<file path="src/rtl/sub3_arith_if.sv">
// Operand/result bundle for the arithmetic slot: operands and op code in, result and flag out.
interface sub3_arith_if #(
    parameter int WIDTH = 16
);
    logic [WIDTH-1:0] a;
    logic [WIDTH-1:0] b;
    logic [1:0]       op;
    logic             in_valid;
    logic [WIDTH-1:0] z;
    logic             out_valid;
    logic             flag;

    modport master (
        output a, b, op, in_valid,
        input  z, out_valid, flag
    );

    modport slave (
        input  a, b, op, in_valid,
        output z, out_valid, flag
    );
endinterface

</file>
<file path="src/rtl/sub3_arith.sv">
// Two-stage registered arithmetic: wrap add, wrap subtract, saturating add, low-half multiply.
// Stage 1 captures the raw wide result; stage 2 truncates it and derives the carry/borrow/overflow flag.
module sub3_arith #(
    parameter int WIDTH   = 16,
    parameter int LATENCY = 2
) (
    input  logic         clk,
    input  logic         rst_n,
    sub3_arith_if.slave  bus
);

    typedef enum logic [1:0] {
        OP_ADD = 2'b00,
        OP_SUB = 2'b01,
        OP_SAT = 2'b10,
        OP_MUL = 2'b11
    } op_e;

    localparam int RAW_W = 2 * WIDTH;

    if (LATENCY != 2) begin : g_bad_latency
        $error("sub3_arith supports only LATENCY == 2");
    end

    // Saturating add: bit WIDTH carries the saturation indication, low bits the clamped sum.
    function automatic logic [WIDTH:0] sat_add(input logic [WIDTH-1:0] x, input logic [WIDTH-1:0] y);
        logic [WIDTH:0] s;
        s = {1'b0, x} + {1'b0, y};
        if (s[WIDTH]) begin
            sat_add = {1'b1, {WIDTH{1'b1}}};
        end else begin
            sat_add = s;
        end
    endfunction

    function automatic logic flag_of(input op_e o, input logic [RAW_W-1:0] raw);
        if (o == OP_MUL) begin
            flag_of = |raw[RAW_W-1:WIDTH];
        end else begin
            flag_of = raw[WIDTH];
        end
    endfunction

    logic [WIDTH:0]   sum_c;
    logic [WIDTH:0]   diff_c;
    logic [RAW_W-1:0] prod_c;
    logic [RAW_W-1:0] raw_c;

    op_e              op_p1;
    logic [RAW_W-1:0] raw_p1;
    logic             vld_p1;

    logic [WIDTH-1:0] z_p2;
    logic             flag_p2;
    logic             vld_p2;

    assign sum_c  = {1'b0, bus.a} + {1'b0, bus.b};
    assign diff_c = {1'b0, bus.a} - {1'b0, bus.b};
    assign prod_c = RAW_W'(bus.a) * RAW_W'(bus.b);

    always_comb begin
        raw_c = '0;
        unique case (op_e'(bus.op))
            OP_ADD:  raw_c = {{(RAW_W-WIDTH-1){1'b0}}, sum_c};
            OP_SUB:  raw_c = {{(RAW_W-WIDTH-1){1'b0}}, diff_c};
            OP_SAT:  raw_c = {{(RAW_W-WIDTH-1){1'b0}}, sat_add(bus.a, bus.b)};
            OP_MUL:  raw_c = prod_c;
            default: raw_c = '0;
        endcase
    end

    // Stage 1: capture op and raw result; data holds when no operand is presented.
    always_ff @(posedge clk or negedge rst_n) begin
        if (!rst_n) begin
            op_p1  <= OP_ADD;
            raw_p1 <= '0;
            vld_p1 <= 1'b0;
        end else begin
            vld_p1 <= bus.in_valid;
            if (bus.in_valid) begin
                op_p1  <= op_e'(bus.op);
                raw_p1 <= raw_c;
            end
        end
    end

    // Stage 2: truncate to WIDTH and derive the flag; z holds its last result between ops.
    always_ff @(posedge clk or negedge rst_n) begin
        if (!rst_n) begin
            z_p2    <= '0;
            flag_p2 <= 1'b0;
            vld_p2  <= 1'b0;
        end else begin
            vld_p2 <= vld_p1;
            if (vld_p1) begin
                z_p2    <= raw_p1[WIDTH-1:0];
                flag_p2 <= flag_of(op_p1, raw_p1);
            end
        end
    end

    assign bus.z         = z_p2;
    assign bus.flag      = flag_p2;
    assign bus.out_valid = vld_p2;

endmodule

</file>
<file path="src/flat_wrapper.sv">
// flat-port wrapper written by rule: the top's interface ports become plain ports
module sub3_arith_flat 
#(
    parameter int WIDTH   = 16,
    parameter int LATENCY = 2
)
  (clk, rst_n, bus_a, bus_b, bus_op, bus_in_valid, bus_z, bus_out_valid, bus_flag);
  sub3_arith_if #(.WIDTH(WIDTH)) bus_i ();
  input  logic clk;
  input  logic rst_n;
  input wire logic [$bits(bus_i.a)-1:0] bus_a;
  input wire logic [$bits(bus_i.b)-1:0] bus_b;
  input wire logic [$bits(bus_i.op)-1:0] bus_op;
  input wire logic [$bits(bus_i.in_valid)-1:0] bus_in_valid;
  output wire logic [$bits(bus_i.z)-1:0] bus_z;
  output wire logic [$bits(bus_i.out_valid)-1:0] bus_out_valid;
  output wire logic [$bits(bus_i.flag)-1:0] bus_flag;
  assign bus_i.a = bus_a;
  assign bus_i.b = bus_b;
  assign bus_i.op = bus_op;
  assign bus_i.in_valid = bus_in_valid;
  assign bus_z = bus_i.z;
  assign bus_out_valid = bus_i.out_valid;
  assign bus_flag = bus_i.flag;
  sub3_arith #(.WIDTH(WIDTH), .LATENCY(LATENCY)) u_core (.clk(clk), .rst_n(rst_n), .bus(bus_i));
endmodule
</file>
<file path="config.mk">
export PLATFORM = sky130hd
export DESIGN_NAME = sub3_arith_flat
export DESIGN_NICKNAME = d
export VERILOG_FILES = /design/src/rtl/sub3_arith_if.sv /design/src/rtl/sub3_arith.sv /design/src/flat_wrapper.sv
export SDC_FILE = /design/constraint.sdc
export NUM_CORES = 1
export LEC_CHECK = 0
export ABC_AREA = 1
export CAP_MARGIN = 20
export CELL_PAD_IN_SITES_DETAIL_PLACEMENT = 1
export CELL_PAD_IN_SITES_GLOBAL_PLACEMENT = 1
export CORE_ASPECT_RATIO = 1.25
export CORE_MARGIN = 8
export CORE_UTILIZATION = 47
export DETAILED_ROUTE_END_ITERATION = 8
export PLACE_DENSITY = 0.89
export SYNTH_ARGS = -nofsm -noshare
export SYNTH_HDL_FRONTEND = slang
export SYNTH_SLANG_ARGS = --single-unit
</file>
<file path="constraint.sdc">
create_clock -name clk -period 1.6 [get_ports clk]
set_input_delay 0.24 -clock clk [delete_from_list [all_inputs] [get_ports clk]]
set_output_delay 0.24 -clock clk [all_outputs]
set_load 0.1 [all_outputs]
</file>
==> results.sh, run 1 <==
export IMPL_grt_usage_pct=85.02
export IMPL_gr_total_overflow=1094
export IMPL_endpoint_type="register data pin"
export IMPL_synth_enable_flop_cells=0
export IMPL_io_pins=55
export IMPL_synth_cells=1919
export IMPL_cts_root_buf="clkbuf_16"
export IMPL_cts_sinks=53
export IMPL_hpwl_um=48390
export IMPL_fp_dieH_um=204.6
export IMPL_synth_most_common_cell="nand2_1"
export IMPL_initial_utilization_pct=47.39
export IMPL_grt_worst_endpoint="u_core.raw_p1[15]$_DFFE_PN0P_/D"
export IMPL_avgSynthCellArea_um2=6.972
export IMPL_cts_buffers=5
export IMPL_synth_distinct_cells=44
export IMPL_ys_seq_elements=53
export IMPL_yosysWarnings=0
export IMPL_syn_num_nets=2288
export IMPL_htreeDepth=2
export IMPL_async_reset_ff_share_pct=100.0
export IMPL_synth_largest_area_cell="fa_1"
export IMPL_synth_area_um2=13380
export IMPL_die_w_um=166.9
export IMPL_synth_area_top_cells="fa_1 (29%), nand2_1 (16%), inv_1 (13%)"
export IMPL_ys_flop_type="dfrtp_1"
export IMPL_cts_buffer_depth=2
export IMPL_yosys_area_top_type_share_pct=29.33
export IMPL_status="aborted with a tool error"
export IMPL_core_rowCount=69
export IMPL_toolErrorMsg="[ERROR GRT-0232] Routing congestion too high. Check the congestion heatmap in the GUI."
export IMPL_grt_max_degree=38
export IMPL_stop_stage="global routing"
export IMPL_port_buffers=54
export IMPL_synth_common_cells="nand2_1 (578), inv_1 (474), fa_1 (196), ha_1 (136), nor2_1 (105)"
export IMPL_gp_congestion=0.9540
export IMPL_yosysSeqAreaShare_pct=9.913
stage by stage:
stage / TNS (ps) / setup WS, ps / instance area (um^2) / util [%] / instances
global placement: -114330 / -4314 / 16730 / 59.26 / 2520
floorplan: -84250 / -3320 / 14090 / - / 1919
CTS: -91410 / -3480 / 19290 / 68.33 / 2631
detailed placement: -120860 / -4501 / 16730 / 59.26 / 2520
routing by layer:
| metal | GRT overflow | GRT usage [%] |
|---|---|---|
| met3 | 14 | 68.90 |
| met2 | 726 | 103.9 |
| met4 | 342 | 97.42 |
| met5 | 0 | 29.96 |
| met1 | 12 | 79.49 |
logic make-up after synthesis:
| kind of cell | synth area share (%) |
|---|---|
| flip-flops | 9.913 |
| adder cells (fa/ha/maj) | 42.05 |
| buffers and inverters | 16.32 |
| AND/OR/NAND/NOR | 25.76 |
| AO/OA/AOI/OAI | 5.564 |
| XOR/XNOR | 0.3929 |
timing repair:
action / CTS
hold buffers: 1
endpoints found under the hold margin: 16
resized for setup: 586
pin swaps: 194
setup endpoints to repair: 32
setup buffers: 95
cloned: 9
==> run 2, diff against run 1 <==
Settings changed: CELL_PAD_IN_SITES_DETAIL_PLACEMENT 1 to unset, CELL_PAD_IN_SITES_GLOBAL_PLACEMENT 1 to unset, CORE_ASPECT_RATIO 1.25 to unset, CORE_UTILIZATION 47 to 40, PLACE_DENSITY 0.89 to unset, PLACE_DENSITY_LB_ADDON set to 0.15.
==> results.sh, run 2 <==
export IMPL_drc=0
export IMPL_antenna_found_initial=0
export IMPL_ys_seq_elements=53
export IMPL_synth_area_um2=13380
export IMPL_yosysSeqAreaShare_pct=9.913
export IMPL_cts_root_buf="clkbuf_16"
export IMPL_synth_common_cells="nand2_1 (578), inv_1 (474), fa_1 (196), ha_1 (136), nor2_1 (105)"
export IMPL_slowest_delay_ps=600
export IMPL_largest_register_ffs=32
export IMPL_synth_distinct_cells=44
export IMPL_crit_type="in -> reg"
export IMPL_drive_above_1_share_pct=37.00
export IMPL_drtPass1Iterations=5
export IMPL_layout_min_cycle_time_ps=4988
export IMPL_fmax_mhz=200.5
export IMPL_wirelength_um=45560
export IMPL_core_rowCount=67
export IMPL_setup_viol=32
export IMPL_initial_utilization_pct=40.30
export IMPL_rrSetupSlack_ps=370
export IMPL_die_w_um=198.9
export IMPL_final_hold_viol_count=0
export IMPL_relSlewSlack_pct=66.34
export IMPL_final_cell_mix="nand2_1 (477), inv_1 (374), buf_4 (268), fa_1 (174), inv_2 (99)"
export IMPL_initialDrtViolationCount=727
export IMPL_die_area_um2=39560
export IMPL_cts_buffers=5
export IMPL_fin_tns_setup_ps=-89950
export IMPL_cts_sinks=53
export IMPL_htreeDepth=2
export IMPL_core_um2=33200
export IMPL_synth_largest_area_cell="fa_1"
export IMPL_synth_enable_flop_cells=0
export IMPL_ys_flop_type="dfrtp_1"
export IMPL_finish_utilization_pct=59.97
export IMPL_slew_violations=0
export IMPL_diodes=0
export IMPL_synth_cells=1919
export IMPL_gp_congestion=0.8968
export IMPL_worst_skew_pair_late_latency_ps=300
export IMPL_detail_route_antenna_nets=0
export IMPL_fin_crit_sh_pct=311.8
export IMPL_fin_ws_ps=-3388
export IMPL_cts_clk_slew_worst_paths_ps=70
export IMPL_avgSynthCellArea_um2=6.972
export IMPL_synth_most_common_cell="nand2_1"
export IMPL_port_buffers=54
export IMPL_final_common_cell="nand2_1"
export IMPL_cts_buffer_depth=2
export IMPL_area_growth_pct=48.80
export IMPL_cts_tree="built"
export IMPL_avgRoutedWirePerCell_um=16.63
export IMPL_required_ps=1790
export IMPL_hpwl_um=36270
export IMPL_yosys_area_top_type_share_pct=29.33
export IMPL_crit_path_max_fanout=4
export IMPL_grt_usage_pct=23.37
export IMPL_fp_dieH_um=198.9
export IMPL_top_register="u_core.raw_p1"
export IMPL_avgViaCountPerCell=4.859
export IMPL_vias=13310
export IMPL_syn_num_nets=2288
export IMPL_cap_viol_max_count=0
export IMPL_slowest_stage="fa_2"
export IMPL_grt_max_degree=54
export IMPL_grt_pass1_wl_um=72770
export IMPL_arrival_ps=5180
export IMPL_async_reset_ff_share_pct=100.0
export IMPL_gr_total_overflow=0
export IMPL_start_kind="input port"
export IMPL_skew_ps=7.645
export IMPL_status="finished, violations left"
export IMPL_grt_pass1_vias=13930
export IMPL_cp_end_kind="register"
export IMPL_rsz0062_at_grt="true"
export IMPL_crit_chain="buf_6 -> buf_6 -> buf_6 -> buf_6 -> nand2_4 -> fa_1 -> fa_2 -> fa_2 -> fa_1 -> inv_2 -> fa_1 -> inv_1 -> fa_1 -> inv_2 -> ha_4 -> nand2_8 -> nor2_4 -> nand3_4 -> nand3_4 -> nand2_4 -> nor2_4 -> o21ai_1 -> nand3_1 -> nand2_1"
export IMPL_io_pins=55
export IMPL_fin_nets=2660
export IMPL_yosysWarnings=0
export IMPL_synth_area_top_cells="fa_1 (29%), nand2_1 (16%), inv_1 (13%)"
export IMPL_worst_pin_slew_ps=501.8
export IMPL_hold_class="in -> async"
export IMPL_violations="negative setup slack"
## run 2: cell counts after synthesis
Identical to the previous run, type by type.
## run 2: cell families after synthesis
group	after synthesis	share of synthesized area, %
simple gates	837	25.76
buf+inv	553	16.32
fa+ha+maj	332	42.05
compound gates	138	5.564
flops	53	9.913
xor+xnor	6	0.3929
## run 2: routing by layer
metal | share of wire, % | track usage (%)
met1 | 44 | 30.78
met4 | 2.5 | 6.149
met5 | 0 | 0
met3 | 3.7 | 2.013
met2 | 50 | 40.76
## run 2: path summary, 6_finish.rpt
path | start | endpoint | cells past startpoint
worst max register to register | u_core.vld_p1 | u_core.bus.flag | 3
min in group clk | u_core.op_p1[1] | u_core.op_p1[1] | 2
worst max-delay path | bus_a[10] | u_core.raw_p1[22] | 24
worst min register to register | u_core.op_p1[1] | u_core.op_p1[1] | 2
worst min-delay path | rst_n | u_core.bus.z[3] | 3
max in group asynchronous | rst_n | u_core.raw_p1[24] | 3
## run 2: critical path: cells and delay by family
kind	cells	cell delay, ps
AO/OA/AOI/OAI	1	70
adder cells (fa/ha/maj)	7	3410
buffers and inverters	7	530
AND/OR/NAND/NOR	9	900
## run 2: cell type report
cell class | instances | area (um^2)
fillers | 3044 | 13290
inverters | 479 | 1815
clock inverters | 2 | 10.01
repair buffers | 439 | 4328
flip-flops and latches | 53 | 1326
clock buffers | 6 | 128.9
multi-input cells | 1313 | 11740
well taps | 448 | 560.5
## run 2: through the flow
step	worst slack [ps]	std cells	area, um^2	hold slack, ps
floorplan	-3320	1919	14090	-55.59
global placement	-4188	2625	16900	253.1
detailed placement	-4231	2625	16900	260.1
CTS	-3462	2713	19050	477.1
global route	-3559	2740	19910	488.6
finish	-3388	2740	19910	463.2
## run 2: repair_timing
action                     4_1_cts  5_1_grt
cloned                           4        2
setup buffers                   77       38
setup endpoints to repair       32       32
hold endpoints to repair        53        0
pin swaps                      188      186
gates resized for setup        473      238
hold buffers                     1        0
Power of run 2 is not shown: default switching activity piles up to over one toggle a cycle in this logic, so the estimate is an artifact.
